[src/rtl/arm_pkg.sv]
// rtl/arm_pkg.sv - shared select codes and stage-entry type for the forwarding unit
package arm_pkg;

  localparam int SEL_RF  = 0;
  localparam int SEL_MEM = 1;
  localparam int SEL_WB  = 2;

  // Destination field is sized for the widest register index we support (REG_W <= 8).
  localparam int DST_MAX_W = 8;

  typedef logic [DST_MAX_W-1:0] dst_t;

  typedef struct packed {
    logic vld;
    dst_t dst;
    logic ld;
  } stage_t;

endpackage

[src/rtl/fwd_hazard_tracker_match.sv]
// rtl/fwd_hazard_tracker_match.sv - one source operand versus the post-EX stage array
module fwd_match
  import arm_pkg::*;
#(
  parameter int REG_W = 4,
  parameter int DEPTH = 2,
  parameter int SEL_W = 3
) (
  input  logic [REG_W-1:0] src_i,
  input  logic             src_valid_i,
  input  stage_t [DEPTH:1] stages_i,
  output logic [SEL_W-1:0] sel_o,
  output logic             hit_o,
  output logic             load_hit_o
);

  always_comb begin
    sel_o      = SEL_W'(SEL_RF);
    hit_o      = 1'b0;
    load_hit_o = 1'b0;
    // Walk from the farthest stage inward so the nearest match is written last.
    for (int k = DEPTH; k >= 1; k--) begin
      if (src_valid_i && stages_i[k].vld && (stages_i[k].dst == dst_t'(src_i))) begin
        sel_o = SEL_W'(k);
        hit_o = 1'b1;
      end
    end
    if (src_valid_i && stages_i[1].vld && stages_i[1].ld &&
        (stages_i[1].dst == dst_t'(src_i))) begin
      load_hit_o = 1'b1;
    end
  end

endmodule

[src/rtl/fwd_hazard_tracker.sv]
// rtl/fwd_hazard_tracker.sv - post-EX write tracker with forwarding selects, load-use stall and stall counter
module fwd_hazard_tracker
  import arm_pkg::*;
#(
  parameter int REG_W = 4,
  parameter int NSRC  = 3,
  parameter int DEPTH = 2,
  parameter int SEL_W = 3,
  parameter int CNT_W = 16
) (
  input  logic                  clk,
  input  logic                  rst,
  input  logic                  forwardEnIn,
  input  logic                  advanceIn,
  input  logic                  flushIn,
  input  logic                  exWbEnIn,
  input  logic [REG_W-1:0]      exDestIn,
  input  logic                  exMemReadIn,
  input  logic [NSRC*REG_W-1:0] srcIn,
  input  logic [NSRC-1:0]       srcValidIn,
  output logic [NSRC*SEL_W-1:0] selSrcOut,
  output logic                  stallOut,
  output logic [CNT_W-1:0]      stallCountOut
);

  stage_t [DEPTH:1]      stage_q, stage_d;
  logic [CNT_W-1:0]      cnt_q, cnt_d;
  logic [NSRC-1:0]       hit, load_hit;
  logic [NSRC*SEL_W-1:0] sel_raw;

  for (genvar i = 0; i < NSRC; i++) begin : g_match
    fwd_match #(
      .REG_W (REG_W),
      .DEPTH (DEPTH),
      .SEL_W (SEL_W)
    ) u_match (
      .src_i       (srcIn[i*REG_W +: REG_W]),
      .src_valid_i (srcValidIn[i]),
      .stages_i    (stage_q),
      .sel_o       (sel_raw[i*SEL_W +: SEL_W]),
      .hit_o       (hit[i]),
      .load_hit_o  (load_hit[i])
    );
  end

  // Without forwarding any in-flight producer must drain before the consumer proceeds.
  assign stallOut      = forwardEnIn ? |load_hit : |hit;
  assign selSrcOut     = forwardEnIn ? sel_raw : '0;
  assign stallCountOut = cnt_q;

  always_comb begin
    stage_d = stage_q;
    if (advanceIn) begin
      stage_d[1].vld = exWbEnIn & ~flushIn;
      stage_d[1].dst = dst_t'(exDestIn);
      stage_d[1].ld  = exMemReadIn & ~flushIn;
      for (int k = 2; k <= DEPTH; k++) begin
        stage_d[k] = stage_q[k-1];
      end
    end
  end

  always_comb begin
    cnt_d = cnt_q;
    if (stallOut && (cnt_q != '1)) begin
      cnt_d = cnt_q + CNT_W'(1);
    end
  end

  always_ff @(posedge clk) begin
    if (!rst) begin
      stage_q <= '0;
      cnt_q   <= '0;
    end else begin
      stage_q <= stage_d;
      cnt_q   <= cnt_d;
    end
  end

endmodule

[config.mk]
export PLATFORM = sky130hd
export DESIGN_NAME = fwd_hazard_tracker
export DESIGN_NICKNAME = d
export VERILOG_FILES = /design/src/rtl/arm_pkg.sv /design/src/rtl/fwd_hazard_tracker_match.sv /design/src/rtl/fwd_hazard_tracker.sv
export SDC_FILE = /design/constraint.sdc
export NUM_CORES = 1
export LEC_CHECK = 0
export CAP_MARGIN = 0
export CORE_UTILIZATION = 30
export DETAILED_ROUTE_END_ITERATION = 8
export GPL_TIMING_DRIVEN = 0
export PLACE_DENSITY = 0.67
export SLEW_MARGIN = 30
export SYNTH_ARGS = -nofsm -noshare
export SYNTH_HDL_FRONTEND = slang
export SYNTH_SLANG_ARGS = --single-unit
[constraint.sdc]
create_clock -name clk -period 2.2 [get_ports clk]
set_input_delay 0.44 -clock clk [delete_from_list [all_inputs] [get_ports clk]]
set_output_delay 0.44 -clock clk [all_outputs]
set_load 0.02 [all_outputs]
[Word level (Yosys, flattened, before mapping)]
Cells that the tools add are included.
Operators by class
  add/sub/neg operators: 1
  multipliers: 0
  div/mod/pow operators: 0
  $lt $le $gt $ge: 0
  equal/unequal tests: 7
  shifts and indexed selects: 0
  multiplexer cells: 17
  bitwise gates (word level): 3
  reductions and logical operators: 21
Operator list (number)
  == test 4 bit: 6
  logical AND 1 bit: 19
  adder 16 x 1 -> 16 bit, second input constant: 1
  != test 16 bit, second input constant: 1
  2-to-1 mux 2 bit: 6
  2-to-1 mux 1 bit: 10
  2-to-1 mux 9 bit: 1
  OR reduction 3 bit: 2
  bitwise AND 1 bit: 2
  NOT 1 bit: 1
Word-level totals
  register bits after elaboration: 27
  bits in latches: 0
  bits in writable memories: 0
  memory bits (read-only): 0
  input port bits: 26
  output and inout bits: 26
  word-level logic and storage cells: 55
  memories: 0

[Logic depth before layout (Yosys ltp)]
  depth after elaboration: 7
  gate-level depth with buffers: 9
  depth with buffers taken out: 7

[Hierarchy]
Synthesis repeated with hierarchy kept, for this count alone.
Second synthesis, totals
  cells, all modules: 207
  area total of the unflattened synthesis: 1830.5 sq um
Modules (own cells, without submodules)
  fwd_hazard_tracker: instances 1, cells an instance 147, area each 1331.3 sq um, seq. area each 560.5 sq um
  fwd_match: instances 3, cells an instance 20, area each 166.4 sq um, seq. area each 0.0 sq um

[Worst setup path before layout]
OpenSTA, ideal clock, no wires.
  path type: reg-to-reg
  start point: register cnt_q[2], in the netlist stallCountOut[2]
  end point: register cnt_q[0], in the netlist stallCountOut[0]
  library setup time: 0.128 ns
  data arrival time: 1.940 ns
  data required time: 2.072 ns
  path slack: 0.132 ns
  cell stages (with the launch flop): 8
  buffers on the path: 1
  clock period less this slack: 2.068 ns
  cells stage by stage: dfxtp_1 and4_1 nand3_1 o31ai_1 o21bai_4 buf_2 xor2_1 nor2_1
On the way
  word-level cells in the longest chain between the ends: 2
RTL lines
  start: declaration: RTL line fwd_hazard_tracker.sv:27  | logic [CNT_W-1:0] cnt_q, cnt_d;
  start signal: assignment: RTL line fwd_hazard_tracker.sv:76  | cnt_q <= cnt_d;
  != test 16 bit: RTL line fwd_hazard_tracker.sv:65  | if (stallOut && (cnt_q != '1)) begin
  logical AND 1 bit: RTL line fwd_hazard_tracker.sv:65
No other way between the ends.
A chain may end at the register's enable or synchronous reset.

[Worst setup path after layout]
  start point: register stage_q[1] (netlist bit)
  end point: output port stallOut
On the way
  word-level cells in the longest chain between the ends: 5
  elaborated cells on any way between the ends: 18
  those cells by class: 3 x eq/ne; 7 x mux; 8 x reduce/logical
RTL lines
  start: declaration: RTL line fwd_hazard_tracker.sv:26  | stage_t [DEPTH:1] stage_q, stage_d;
  start signal: assignment: RTL line fwd_hazard_tracker.sv:75  | stage_q <= stage_d;
  == test 4 bit: RTL line fwd_hazard_tracker_match.sv:23, fwd_hazard_tracker_match.sv:29
  logical AND 1 bit, on equally long branches: RTL line fwd_hazard_tracker_match.sv:23, fwd_hazard_tracker_match.sv:28
  2-to-1 mux 1 bit, on equally long branches: RTL line fwd_hazard_tracker_match.sv:23, fwd_hazard_tracker_match.sv:28
  OR reduction 3 bit: RTL line fwd_hazard_tracker.sv:47  | assign stallOut = forwardEnIn ? |load_hit : |hit;
  2-to-1 mux 1 bit *: RTL line fwd_hazard_tracker.sv:47
  end: declaration: RTL line fwd_hazard_tracker.sv:22  | output logic stallOut,
Mark *: on every way between the ends. The rest lies on a longest branch, timed or not.

==> flow_summary_export.csv <==
group,metric,value,unit
run_status,outcome,"finished, violations left",
run_status,violations,"negative setup slack",
detailed_routing,totalWireLength,4.34,mm
synth,syn_inst,188,
floorplan,die_y,74.7,microns
timing,tightestPinTransition,0.623,ns
synth,synth.yosys.warnings,0,
critical_path,cp_slowest_cell,"dfxtp_4",
synth,synth_area,0.00159,sq mm
detailed_routing,num_vias,1604,
synth,seq_area_frac_synth,34.1,%
critical_path,critPathMaxStageDelay,0.39,ns
cts,cts_tree,"built",
job,max-cap-violations,0,
critical_path,crit_path_max_fanout,4,
floorplan,dieArea,0.00558,sq mm
grt,grtUsageTotal,15.5,%
timing,fmax,448,MHz
timing,hold_violations,0,
cts,htree_levels,1,
floorplan,row_count,26,
detailed_routing,first_pass_iters,4,
floorplan,start_util,31.0,%
critical_path,crit_path_cell_trace,"inv_4, a222oi_1, nand4b_1, buf_4, nand3_4, o21ai_2, nand2_1, buf_6",
timing,grt_setup_unrepaired,"true",
synth,synthTopCellsByCount,"dfxtp_1 (27), nor2_1 (18), xor2_1 (14), a21oi_1 (11)",
timing,finalClockSkew,0.00471,ns
synth,syn_avg_cell_area,8.43,sq um
detailed_routing,dr.first_iter.drc_count,62,
power,p_per_area,398,mW/mm^2
cts,hold_buffers,0,
floorplan,core_area,0.00511,sq mm
critical_path,regToRegSetupSlack,-0.03,ns
synth,synth_cell_types,43,
synth,async_flop_share,0,%
timing,worst_slack,-0.0326,ns
final_layout,fin_nets,281,
detailed_routing,drc,0,
synth,ys_ff_latch,27,
cts,insertion_delay,0.27,ns
grt,grt_max_degree,15,
power,power.total,0.930,mW
critical_path,crit_arrival,1.79,ns
placement,gp_congestion,0.820,
detailed_routing,viasPerCell,4.97,
detailed_routing,wl_per_cell,13.4,microns
synth,ys.flop_type,"dfxtp_1",
placement,placed_area,0.00216,sq mm
timing,relSlewSlack,58.5,%
critical_path,path_delay_family,"compound AO/OA/AOI/OAI gates",
critical_path,cp-end-kind,"output pin",
timing,setup_viol,2,
critical_path,path_buf_inv,3,
synth,synth_area_leaders,"dfxtp_1 (34%), xor2_1 (7.7%), mux2i_1 (5.7%)",
cts,clock_tree.buffer_depth,2,
placement,portBuffers,48,
power,leakage,0.898,nW
power,vdd_drop_max,0.193,mV
final_layout,drive_gt1_share,21.3,%
critical_path,crit_type,"reg2out",
grt,grt_pass1_vias,1484,
grt,grt_pass1_wl,6.65,mm
timing,post-route-min-period,2.23,ns
final_layout,syn_to_final_growth,47.5,%
detailed_routing,ant_nets,0,
synth,synth_top_area_share,34.1,%
min_path,hp-class,"reg2reg",
cts,clock_sinks,27,
placement,place_hpwl,3.15,mm
timing,fin_crit_sh,101,%
cts,cts_root_buf,"clkbuf_8",
grt,antenna_found_initial,0,
synth,synth_top_cell_by_area,"dfxtp_1",
floorplan,num_io_pins,52,
grt,gr-total-overflow,0,
cts,clk_pin_slew,0.08,ns
cts,numCtsBuffers,3,
critical_path,required,1.76,ns
final_layout,design_area,0.00234,sq mm
timing,slew_viol_final,0,
synth,synth_edf_count,0,
critical_path,worstSetupStartpointType,"flip-flop",
floorplan,die_w,74.7,microns
synth,synth_most_common_cell,"dfxtp_1",
final_layout,n_antenna_cell,0,
placement,dp_slack,-0.780,ns
placed cells by master (no fill, tap or decap), types with 2 or more instances in the layout:
cell	instances
clkdlybuf4s50_1	27
dfxtp_1	20
nor2_1	18
buf_4	15
xor2_1	14
dlygate4sd2_1	11
a21oi_1	10
nand2_1	9
mux2i_1	9
xnor2_1	7
nand3_1	7
inv_1	6
o21ai_0	6
o31ai_1	5
or4_1	5
nand4_1	4
inv_2	4
nand2b_1	4
or3_1	4
buf_2	4
dfxtp_2	4
nor3_1	3
nand3b_1	3
clkbuf_1	3
conb_1	3
clkbuf_8	3
dfxtp_4	3
o221ai_1	2
o2111ai_1	2
nor3b_2	2
o21ai_2	2
and4_1	2
o211ai_1	2
clkbuf_2	2
buf_6	2
layer usage:
layer,GRT usage (%),up-vias,share of wire (%)
met1,20.8,761,46
li1,-,805,-
met5,0,-,0
met4,5.03,0,1.2
met3,2.41,6,2.8
met2,25.4,32,50
metrics by stage:
stage               cells  hold slack, ns  setup TNS, ns  util, %
floorplan             190           0.453              0        -
global placement      308           0.473          -9.65     42.3
detailed placement    308           0.478         -10.39     42.3
CTS                   319           0.492              0     44.7
global route          323           0.526         -0.494     45.8
finish                323           0.491        -0.0614     45.8
registers in the layout, indices dropped and copies added (netlist names):
register       flops
stage_q           11
stallCountOut     16
path summary, 6_finish.rpt:
| check | from | end | cells after the start |
|---|---|---|---|
| setup / recovery | stage_q[1] | stallOut | 8 |
| hold / removal | stage_q[0] | stage_q[0] | 2 |
| setup reg to reg | stage_q[1] | stallCountOut[5] | 9 |
| hold reg to reg | stage_q[0] | stage_q[0] | 2 |
cell type report:
| class | count | area [sq um] |
|---|---|---|
| clock buffers | 4 | 45.0 |
| flip-flops and latches | 27 | 557 |
| multi-input cells | 144 | 1030 |
| fillers | 521 | 2770 |
| plain buffers | 7 | 41.3 |
| inverters | 11 | 43.8 |
| well taps | 70 | 87.6 |
| repair buffers | 60 | 531 |
cell families after synthesis:
kind of cell,count (synthesis),synth area share [%]
other,1,0.237
xor gates and xnor gates,21,11.6
AOI/OAI and AO/OA,39,17.7
and+or+nand+nor,70,24.4
buffers and inverters,20,5.52
adders and majority gates,1,0.789
muxes,9,5.68
DFF,27,34.1
worst min-delay path: stages, from the launching register on:
cell,delay (ns)
dfxtp_1,0.33
nand2b_1,0.07
a21oi_1,0.05
timing repair:
item                       4_1_cts  5_1_grt
resized for setup               59       21
pin swaps                       15        7
buffers inserted                 8        4
setup endpoints to repair       19       18
cloned                           1        0
power by group:
part | switching (mW) | leakage (nW) | total, mW | internal, mW
clock | 0.145 | 0.0228 | 0.274 | 0.129
combinational | 0.0660 | 0.653 | 0.144 | 0.0778
sequential | 0.0155 | 0.223 | 0.512 | 0.496
Power figures use the tool's default switching activity.
